File: config.mk
export PLATFORM = sky130hd
export DESIGN_NAME = pipe_alu_flat
export DESIGN_NICKNAME = d
export VERILOG_FILES = /design/src/rtl/pipe_alu_if.sv /design/src/rtl/pipe_alu.sv /design/src/flat_wrapper.sv
export SDC_FILE = /design/constraint.sdc
export NUM_CORES = 2
export LEC_CHECK = 0
export CORE_MARGIN = 2
export CORE_UTILIZATION = 66
export CTS_CLUSTER_DIAMETER = 100
export DETAILED_ROUTE_END_ITERATION = 16
export PLACE_DENSITY = 0.85
export SLEW_MARGIN = 20
export SYNTH_ARGS = -nofsm -noshare
export SYNTH_HDL_FRONTEND = slang
export SYNTH_SLANG_ARGS = --single-unit
File: constraint.sdc
create_clock -name clk -period 6.93 [get_ports clk]
set_input_delay 1.386 -clock clk [delete_from_list [all_inputs] [get_ports clk]]
set_output_delay 1.386 -clock clk [all_outputs]
set_load 0.02 [all_outputs]
File: src/rtl/pipe_alu_if.sv
// Operand/result stream bundle for pipe_alu: one request channel, one response channel.
// Handshake: a transfer happens on a rising edge where valid && ready; the sender holds
// its payload stable while valid is high and ready is low, and valid never waits on ready.
interface pipe_alu_if #(
  parameter int WIDTH = 32
);
  logic             in_valid;
  logic             in_ready;
  logic [3:0]       op;
  logic [WIDTH-1:0] left;
  logic [WIDTH-1:0] right;
  logic             out_valid;
  logic             out_ready;
  logic [WIDTH-1:0] out;
  logic             zero;
  logic             carry;
  logic             busy;

  modport master (
    output in_valid, op, left, right, out_ready,
    input  in_ready, out_valid, out, zero, carry, busy
  );

  modport slave (
    input  in_valid, op, left, right, out_ready,
    output in_ready, out_valid, out, zero, carry, busy
  );
endinterface

File: src/rtl/pipe_alu.sv
// Pipelined 16-operation integer ALU: the result is computed at accept time and then
// carried through LATENCY elastic stages that collapse bubbles and honour backpressure.
module pipe_alu #(
  parameter int WIDTH   = 32,
  parameter int LATENCY = 3
) (
  input  logic        clk,
  input  logic        reset,
  pipe_alu_if.slave   bus
);

  localparam logic [3:0] OP_ADD  = 4'd0;
  localparam logic [3:0] OP_SUB  = 4'd1;
  localparam logic [3:0] OP_MUL  = 4'd2;
  localparam logic [3:0] OP_AND  = 4'd3;
  localparam logic [3:0] OP_OR   = 4'd4;
  localparam logic [3:0] OP_XOR  = 4'd5;
  localparam logic [3:0] OP_NOT  = 4'd6;
  localparam logic [3:0] OP_SHL  = 4'd7;
  localparam logic [3:0] OP_SHR  = 4'd8;
  localparam logic [3:0] OP_SRA  = 4'd9;
  localparam logic [3:0] OP_EQ   = 4'd10;
  localparam logic [3:0] OP_LT   = 4'd11;
  localparam logic [3:0] OP_GT   = 4'd12;
  localparam logic [3:0] OP_LTS  = 4'd13;
  localparam logic [3:0] OP_MINU = 4'd14;
  localparam logic [3:0] OP_MAXU = 4'd15;

  localparam int               SH_W    = $clog2(WIDTH);
  localparam logic [WIDTH-1:0] WIDTH_V = WIDTH'(WIDTH);
  localparam logic [WIDTH-2:0] PAD     = '0;

  logic [WIDTH:0]   sum_ext;
  logic [WIDTH-1:0] diff;
  logic [WIDTH-1:0] prod;
  logic [SH_W-1:0]  shift_amt;
  logic             shift_big;
  logic             lt_u;
  logic             lt_s;
  logic [WIDTH-1:0] alu_res;
  logic             alu_carry;
  logic             accept;

  logic [LATENCY-1:0]            valid_q, valid_d;
  logic [LATENCY-1:0]            adv;
  logic [LATENCY-1:0][WIDTH-1:0] data_q, data_d;
  logic [LATENCY-1:0]            zero_q, zero_d;
  logic [LATENCY-1:0]            carry_q, carry_d;

  assign sum_ext   = {1'b0, bus.left} + {1'b0, bus.right};
  assign diff      = bus.left - bus.right;
  assign prod      = bus.left * bus.right;
  assign shift_amt = bus.right[SH_W-1:0];
  assign shift_big = (bus.right >= WIDTH_V);
  assign lt_u      = (bus.left < bus.right);
  assign lt_s      = ($signed(bus.left) < $signed(bus.right));

  always_comb begin
    alu_res   = '0;
    alu_carry = 1'b0;
    case (bus.op)
      OP_ADD:  begin alu_res = sum_ext[WIDTH-1:0]; alu_carry = sum_ext[WIDTH]; end
      OP_SUB:  begin alu_res = diff; alu_carry = lt_u; end
      OP_MUL:  alu_res = prod;
      OP_AND:  alu_res = bus.left & bus.right;
      OP_OR:   alu_res = bus.left | bus.right;
      OP_XOR:  alu_res = bus.left ^ bus.right;
      OP_NOT:  alu_res = ~bus.left;
      OP_SHL:  alu_res = shift_big ? '0 : (bus.left << shift_amt);
      OP_SHR:  alu_res = shift_big ? '0 : (bus.left >> shift_amt);
      // Oversized arithmetic shifts saturate to a full sign fill.
      OP_SRA:  alu_res = shift_big ? {WIDTH{bus.left[WIDTH-1]}}
                                   : WIDTH'($signed(bus.left) >>> shift_amt);
      OP_EQ:   alu_res = {PAD, (bus.left == bus.right)};
      OP_LT:   alu_res = {PAD, lt_u};
      OP_GT:   alu_res = {PAD, (bus.left > bus.right)};
      OP_LTS:  alu_res = {PAD, lt_s};
      OP_MINU: alu_res = lt_u ? bus.left : bus.right;
      OP_MAXU: alu_res = lt_u ? bus.right : bus.left;
      default: alu_res = '0;
    endcase
  end

  // A stage may move when any stage from it to the output is empty, or the consumer takes.
  function automatic logic stage_can_move(input int idx, input logic [LATENCY-1:0] v,
                                          input logic rdy);
    logic all_full;
    all_full = 1'b1;
    for (int j = idx; j < LATENCY; j++) all_full = all_full & v[j];
    return !all_full || rdy;
  endfunction

  always_comb begin
    for (int i = 0; i < LATENCY; i++) adv[i] = stage_can_move(i, valid_q, bus.out_ready);
  end

  assign accept = bus.in_valid && adv[0];

  always_comb begin
    valid_d = valid_q;
    data_d  = data_q;
    zero_d  = zero_q;
    carry_d = carry_q;
    if (adv[0]) begin
      valid_d[0] = accept;
      if (accept) begin
        data_d[0]  = alu_res;
        zero_d[0]  = (alu_res == '0);
        carry_d[0] = alu_carry;
      end
    end
    for (int i = 1; i < LATENCY; i++) begin
      if (adv[i]) begin
        valid_d[i] = valid_q[i-1];
        if (valid_q[i-1]) begin
          data_d[i]  = data_q[i-1];
          zero_d[i]  = zero_q[i-1];
          carry_d[i] = carry_q[i-1];
        end
      end
    end
  end

  always_ff @(posedge clk or negedge reset) begin
    if (!reset) begin
      valid_q <= '0;
      data_q  <= '0;
      zero_q  <= '0;
      carry_q <= '0;
    end else begin
      valid_q <= valid_d;
      data_q  <= data_d;
      zero_q  <= zero_d;
      carry_q <= carry_d;
    end
  end

  assign bus.in_ready  = adv[0];
  assign bus.out_valid = valid_q[LATENCY-1];
  assign bus.out       = data_q[LATENCY-1];
  assign bus.zero      = zero_q[LATENCY-1];
  assign bus.carry     = carry_q[LATENCY-1];
  assign bus.busy      = |valid_q;

endmodule

File: src/flat_wrapper.sv
// flat-port wrapper written by rule: the top's interface ports become plain ports
module pipe_alu_flat 
#(
  parameter int WIDTH   = 32,
  parameter int LATENCY = 3
)
  (clk, reset, bus_in_valid, bus_op, bus_left, bus_right, bus_out_ready, bus_in_ready, bus_out_valid, bus_out, bus_zero, bus_carry, bus_busy);
  pipe_alu_if #(.WIDTH(WIDTH)) bus_i ();
  input  logic clk;
  input  logic reset;
  input wire logic [$bits(bus_i.in_valid)-1:0] bus_in_valid;
  input wire logic [$bits(bus_i.op)-1:0] bus_op;
  input wire logic [$bits(bus_i.left)-1:0] bus_left;
  input wire logic [$bits(bus_i.right)-1:0] bus_right;
  input wire logic [$bits(bus_i.out_ready)-1:0] bus_out_ready;
  output wire logic [$bits(bus_i.in_ready)-1:0] bus_in_ready;
  output wire logic [$bits(bus_i.out_valid)-1:0] bus_out_valid;
  output wire logic [$bits(bus_i.out)-1:0] bus_out;
  output wire logic [$bits(bus_i.zero)-1:0] bus_zero;
  output wire logic [$bits(bus_i.carry)-1:0] bus_carry;
  output wire logic [$bits(bus_i.busy)-1:0] bus_busy;
  assign bus_i.in_valid = bus_in_valid;
  assign bus_i.op = bus_op;
  assign bus_i.left = bus_left;
  assign bus_i.right = bus_right;
  assign bus_i.out_ready = bus_out_ready;
  assign bus_in_ready = bus_i.in_ready;
  assign bus_out_valid = bus_i.out_valid;
  assign bus_out = bus_i.out;
  assign bus_zero = bus_i.zero;
  assign bus_carry = bus_i.carry;
  assign bus_busy = bus_i.busy;
  pipe_alu #(.WIDTH(WIDTH), .LATENCY(LATENCY)) u_core (.clk(clk), .reset(reset), .bus(bus_i));
endmodule
==> results of run 1 <==
per-layer routing:
layer  GRT overflow  GRT usage [%]
met4             24           71.3
met2             47           93.1
met1              1           79.0
met5              0           25.0
met3              1           60.1
synth_stat cells, drive strengths merged (18+ instances only):
cell type  instances  share of area, %
nor2             483               6.0
inv              472               5.9
fa               410                27
nand2            408               5.1
ha               220               9.1
a21oi            165               2.8
clkbuf           154               1.9
o21ai            138               2.3
buf              134               2.5
dfrtp            105               8.7
mux2             102               3.9
xnor2             84               2.5
mux2i             82               2.8
nor3              44              0.78
mux4              42               3.1
a211oi            41               1.0
nand3             39              0.65
nor4              33              0.90
a31oi             30              0.62
o211ai            30              0.75
a21o              28              0.70
o22ai             27              0.56
nand2b            22              0.46
nor2b             22              0.46
xor2              22              0.64
a221oi            19              0.55
and2              18              0.37
cell families after synthesis:
logic type	count (synthesis)	share of synthesized area [%]
simple gates	1140	16.4
buf+inv	770	10.5
compound gates	677	15.1
fa+ha+maj	630	36.4
mux	226	9.77
xor+xnor	106	3.11
flops	105	8.72
what timing repair did:
action                     CTS
setup endpoints to repair   26
pin swaps                   95
buffers inserted            35
gates resized for setup    404
metrics by stage:
| step | utilization [%] | hold slack (ns) | instance area (um2) |
|---|---|---|---|
| 4_1_cts | 82.1 | 0.482 | 37100 |
| 3_5_place_dp | 78.4 | 0.464 | 35400 |
| 2_1_floorplan | - | 0.442 | 30600 |
| 3_3_place_gp | 78.4 | 0.454 | 35400 |
==> impl_metrics.ini, run 1 <==
[grt]
grt_pass1_vias = 38800
grt_first_pass_wirelength_mm = 263
grt_remaining_overflow = 73
grt_max_degree = 81
grt.total_usage_pct = 76.3

[yosys]
synth_cells = 3654
syn-cell-area_um2 = 30100
ys_seq_elements = 105
synthDistinctLibCells = 104
ys_async_sr_fraction_pct = 100
yosysWarnings = 0
synth_edf_count = 0
ys.flop_type = dfrtp_1
avgSynthCellArea_um2 = 8.24
ys_seq_area_share_pct = 8.72
syn_nets = 4356

[placed_design]
pre_cts_ws_ns = -3.13
place_congestion = 1.31
io_buffers = 108
place_hpwl_mm = 121
dp.cells = 4658

[floorplan]
die_x_um = 218
io_pins = 109
initial_core_util_pct = 66.7
die_h_um = 218
rows = 78

[cts]
numCtsBuffers = 9
ctsHoldBuffers = 0
clockBufferDepth = 2
cts.sinks = 105
cts-htree-levels = 3
root_buffer = clkbuf_16

[outcome]
status = aborted with a tool error
toolErrorMsg = [ERROR GRT-0116] Global routing finished with congestion. Check the congestion regions in the DRC Viewer.
haltStage = global routing
==> run 2, diff against run 1 <==
--- a/config.mk
+++ b/config.mk
@@ -6,10 +6,9 @@
 export NUM_CORES = 2
 export LEC_CHECK = 0
 export CORE_MARGIN = 2
-export CORE_UTILIZATION = 66
-export CTS_CLUSTER_DIAMETER = 100
+export CORE_UTILIZATION = 40
 export DETAILED_ROUTE_END_ITERATION = 16
-export PLACE_DENSITY = 0.85
+export PLACE_DENSITY_LB_ADDON = 0.15
 export SLEW_MARGIN = 20
 export SYNTH_ARGS = -nofsm -noshare
 export SYNTH_HDL_FRONTEND = slang
==> run 2 against run 1 <==
Net effect:
- synthesized cell count is the same
- the flow now finishes, with violations (setup timing)
- synthesized area is the same
==> impl_metrics.ini, run 2 <==
[yosys]
synth_top_area_share_pct = 27.2
syn_nets = 4356
synth_cells = 3654
yosysMostFrequentCell = nor2_1
synth.area.top_cells = fa_1 (27%), ha_1 (9.1%), dfrtp_1 (8.7%)
ys_seq_area_share_pct = 8.72
ys.flop_type = dfrtp_1
synth_area_leader_cell = fa_1
avgSynthCellArea_um2 = 8.24
synth_edf_count = 0
ys_async_sr_fraction_pct = 100
ys_seq_elements = 105
synthDistinctLibCells = 104
synthTopCellsByCount = nor2_1 (483), inv_1 (466), fa_1 (410), nand2_1 (408), ha_1 (220)
yosysWarnings = 0
syn-cell-area_um2 = 30100

[timing]
tightest_slew_ns = 1.12
finalMaxSlewViolations = 0
period_share_pct = 129
clock_skew_ns = 0.0142
rsz0062_at_grt = yes
hold_viol_final = 0
slew_headroom_pct = 25.0
max_freq_mhz = 112
setup_ws_ns = -1.98
finalSetupViolCount = 24
period_minus_slack_ns = 8.91

[final_layout]
largest_reg_flops = 64
multi_input_area_um2 = 26100
regArea_um2 = 2630
final_cell_area_um2 = 40100
layout_commonest_cell = buf_4
nFillCells = 7081
areaGrowthSynthToFinish_pct = 33.3
final_cell_mix = buf_4 (690), nor2_1 (411), inv_1 (404)
nNetsFinal = 4996
drive_gt1_share_pct = 32.4
top_register = u_core.data_q

[route]
antenna_left = 0
totalWireLength_mm = 164
drcViolationCount = 0
drt_iter0_drc = 3794
routed_via_density = 6.00
vias = 31600
drtPass1Iterations = 7
wire_per_inst_um = 31.2

[cts]
numCtsBuffers = 9
clk_pin_slew_ns = 0.09
cts-htree-levels = 3
cts_tree = done
cts.sinks = 105
clockBufferDepth = 2
clkLatencyLatePin_ns = 0.36
root_buffer = clkbuf_16

[worst_setup_path]
crit_top_cell = fa_1
r2r_setup_slack_ns = 3.92
worstSetupEndpointType = flip-flop
crit_start = bus_right[5]
reg2reg_depth = 14
worst_path_max_delay_cell = fa_1
cpPeakStageDelay_ns = 0.56
start_kind = input pin
worstPathArrival_ns = 9.18
critical_path_peak_fanout = 4
rr_endpoint = u_core.zero_q[0]
critPathKind = input pin to flip-flop
reg2reg_from = u_core.valid_q[1]
worstPathRequired_ns = 7.20

[worst_hold_path]
hold_start = u_core.data_q[7]
hp-class = flip-flop to flip-flop
worstHoldPathCells = 2
whs_endpoint = u_core.data_q[7]

[grt]
grt_pass1_vias = 32000
grt.total_usage_pct = 42.3
grt_first_pass_wirelength_mm = 234
antenna_found_initial = 5
grt_max_degree = 73
grt_remaining_overflow = 0

[floorplan]
initial_core_util_pct = 40.5
die_x_um = 278
io_pins = 109
die_h_um = 278
core_um2 = 74400
rows = 100
dieArea_um2 = 77500

[outcome]
status = complete, but fails checks
failed_checks = setup timing

[flow_run]
maxCapViolCount = 0

[placed_design]
placed_cell_area_um2 = 37000
io_buffers = 108
place_congestion = 1.05
place_hpwl_mm = 136
[run 2: cell counts after synthesis]
No cell type changed its count.
[run 2: layer usage]
layer	global-route usage, %	vias up	part of all wire [%]
met5	0	-	0.026
met4	27.2	8	8.0
met3	7.74	514	9.6
met2	66.6	1964	44
met1	53.5	15700	38
li1	-	13400	-
[run 2: layout make-up]
cell class / instances / share of cell area [%]
multi-input cells: 2779 / 65.0
inverters: 482 / 4.79
clock buffers: 9 / 0.561
diodes: 2 / 0.0125
flip-flops and latches: 105 / 6.55
repair buffers: 917 / 19.9
well taps: 969 / 3.02
clock inverters: 7 / 0.228
[run 2: timing repair]
item | CTS | global route
setup endpoints to repair | 26 | 26
hold buffers | 0 | 0
pin swaps | 182 | 152
cloned | 1 | 1
setup buffers | 59 | 58
resized for setup | 437 | 240
[run 2: stage by stage]
stage                     hold slack, ns  worst slack (ns)  utilization, %  instances  TNS [ns]
after floorplan                    0.442             -2.38               -       3654    -26.32
after global placement             0.456             -2.99            49.7       5157    -49.55
after detailed placement           0.459             -3.04            49.7       5157    -50.45
after CTS                          0.477             -2.05            52.6       5228    -27.17
after global routing               0.499             -2.17            53.9       5268    -28.96
final                              0.471             -1.98            53.9       5270    -25.47
[run 2: worst max-delay path by stage]
stage,to,cells after the start
after detailed placement,u_core.zero_q[0],29
after global placement,u_core.zero_q[0],30
after floorplan,u_core.zero_q[0],34
after CTS,u_core.zero_q[0],30
final,u_core.zero_q[0],31
after global routing,u_core.zero_q[0],31
[run 2: kinds of logic (layout without fill, tap and decap cells)]
group | after synthesis | count (layout) | synth area share [%]
simple gates | 1140 | 1140 | 16.4
buf+inv | 770 | 1415 | 10.5
compound gates | 677 | 677 | 15.1
fa+ha+maj | 630 | 630 | 36.4
mux | 226 | 226 | 9.77
xor+xnor | 106 | 106 | 3.11
flops | 105 | 105 | 8.72
other cells | 0 | 2 | 0
[run 2: worst max-delay path: cells and delay by family]
| kind | cells | cell delay, ns |
|---|---|---|
| adders and majority gates | 9 | 4.22 |
| and+or+nand+nor | 7 | 1.22 |
| AOI/OAI and AO/OA | 5 | 1.16 |
| buffers and inverters | 9 | 0.97 |
| xor gates and xnor gates | 1 | 0.19 |
Power of run 2 is left out: the tool's default activity adds up to more than one toggle a clock period on the data nets, which glitch-free logic cannot reach.
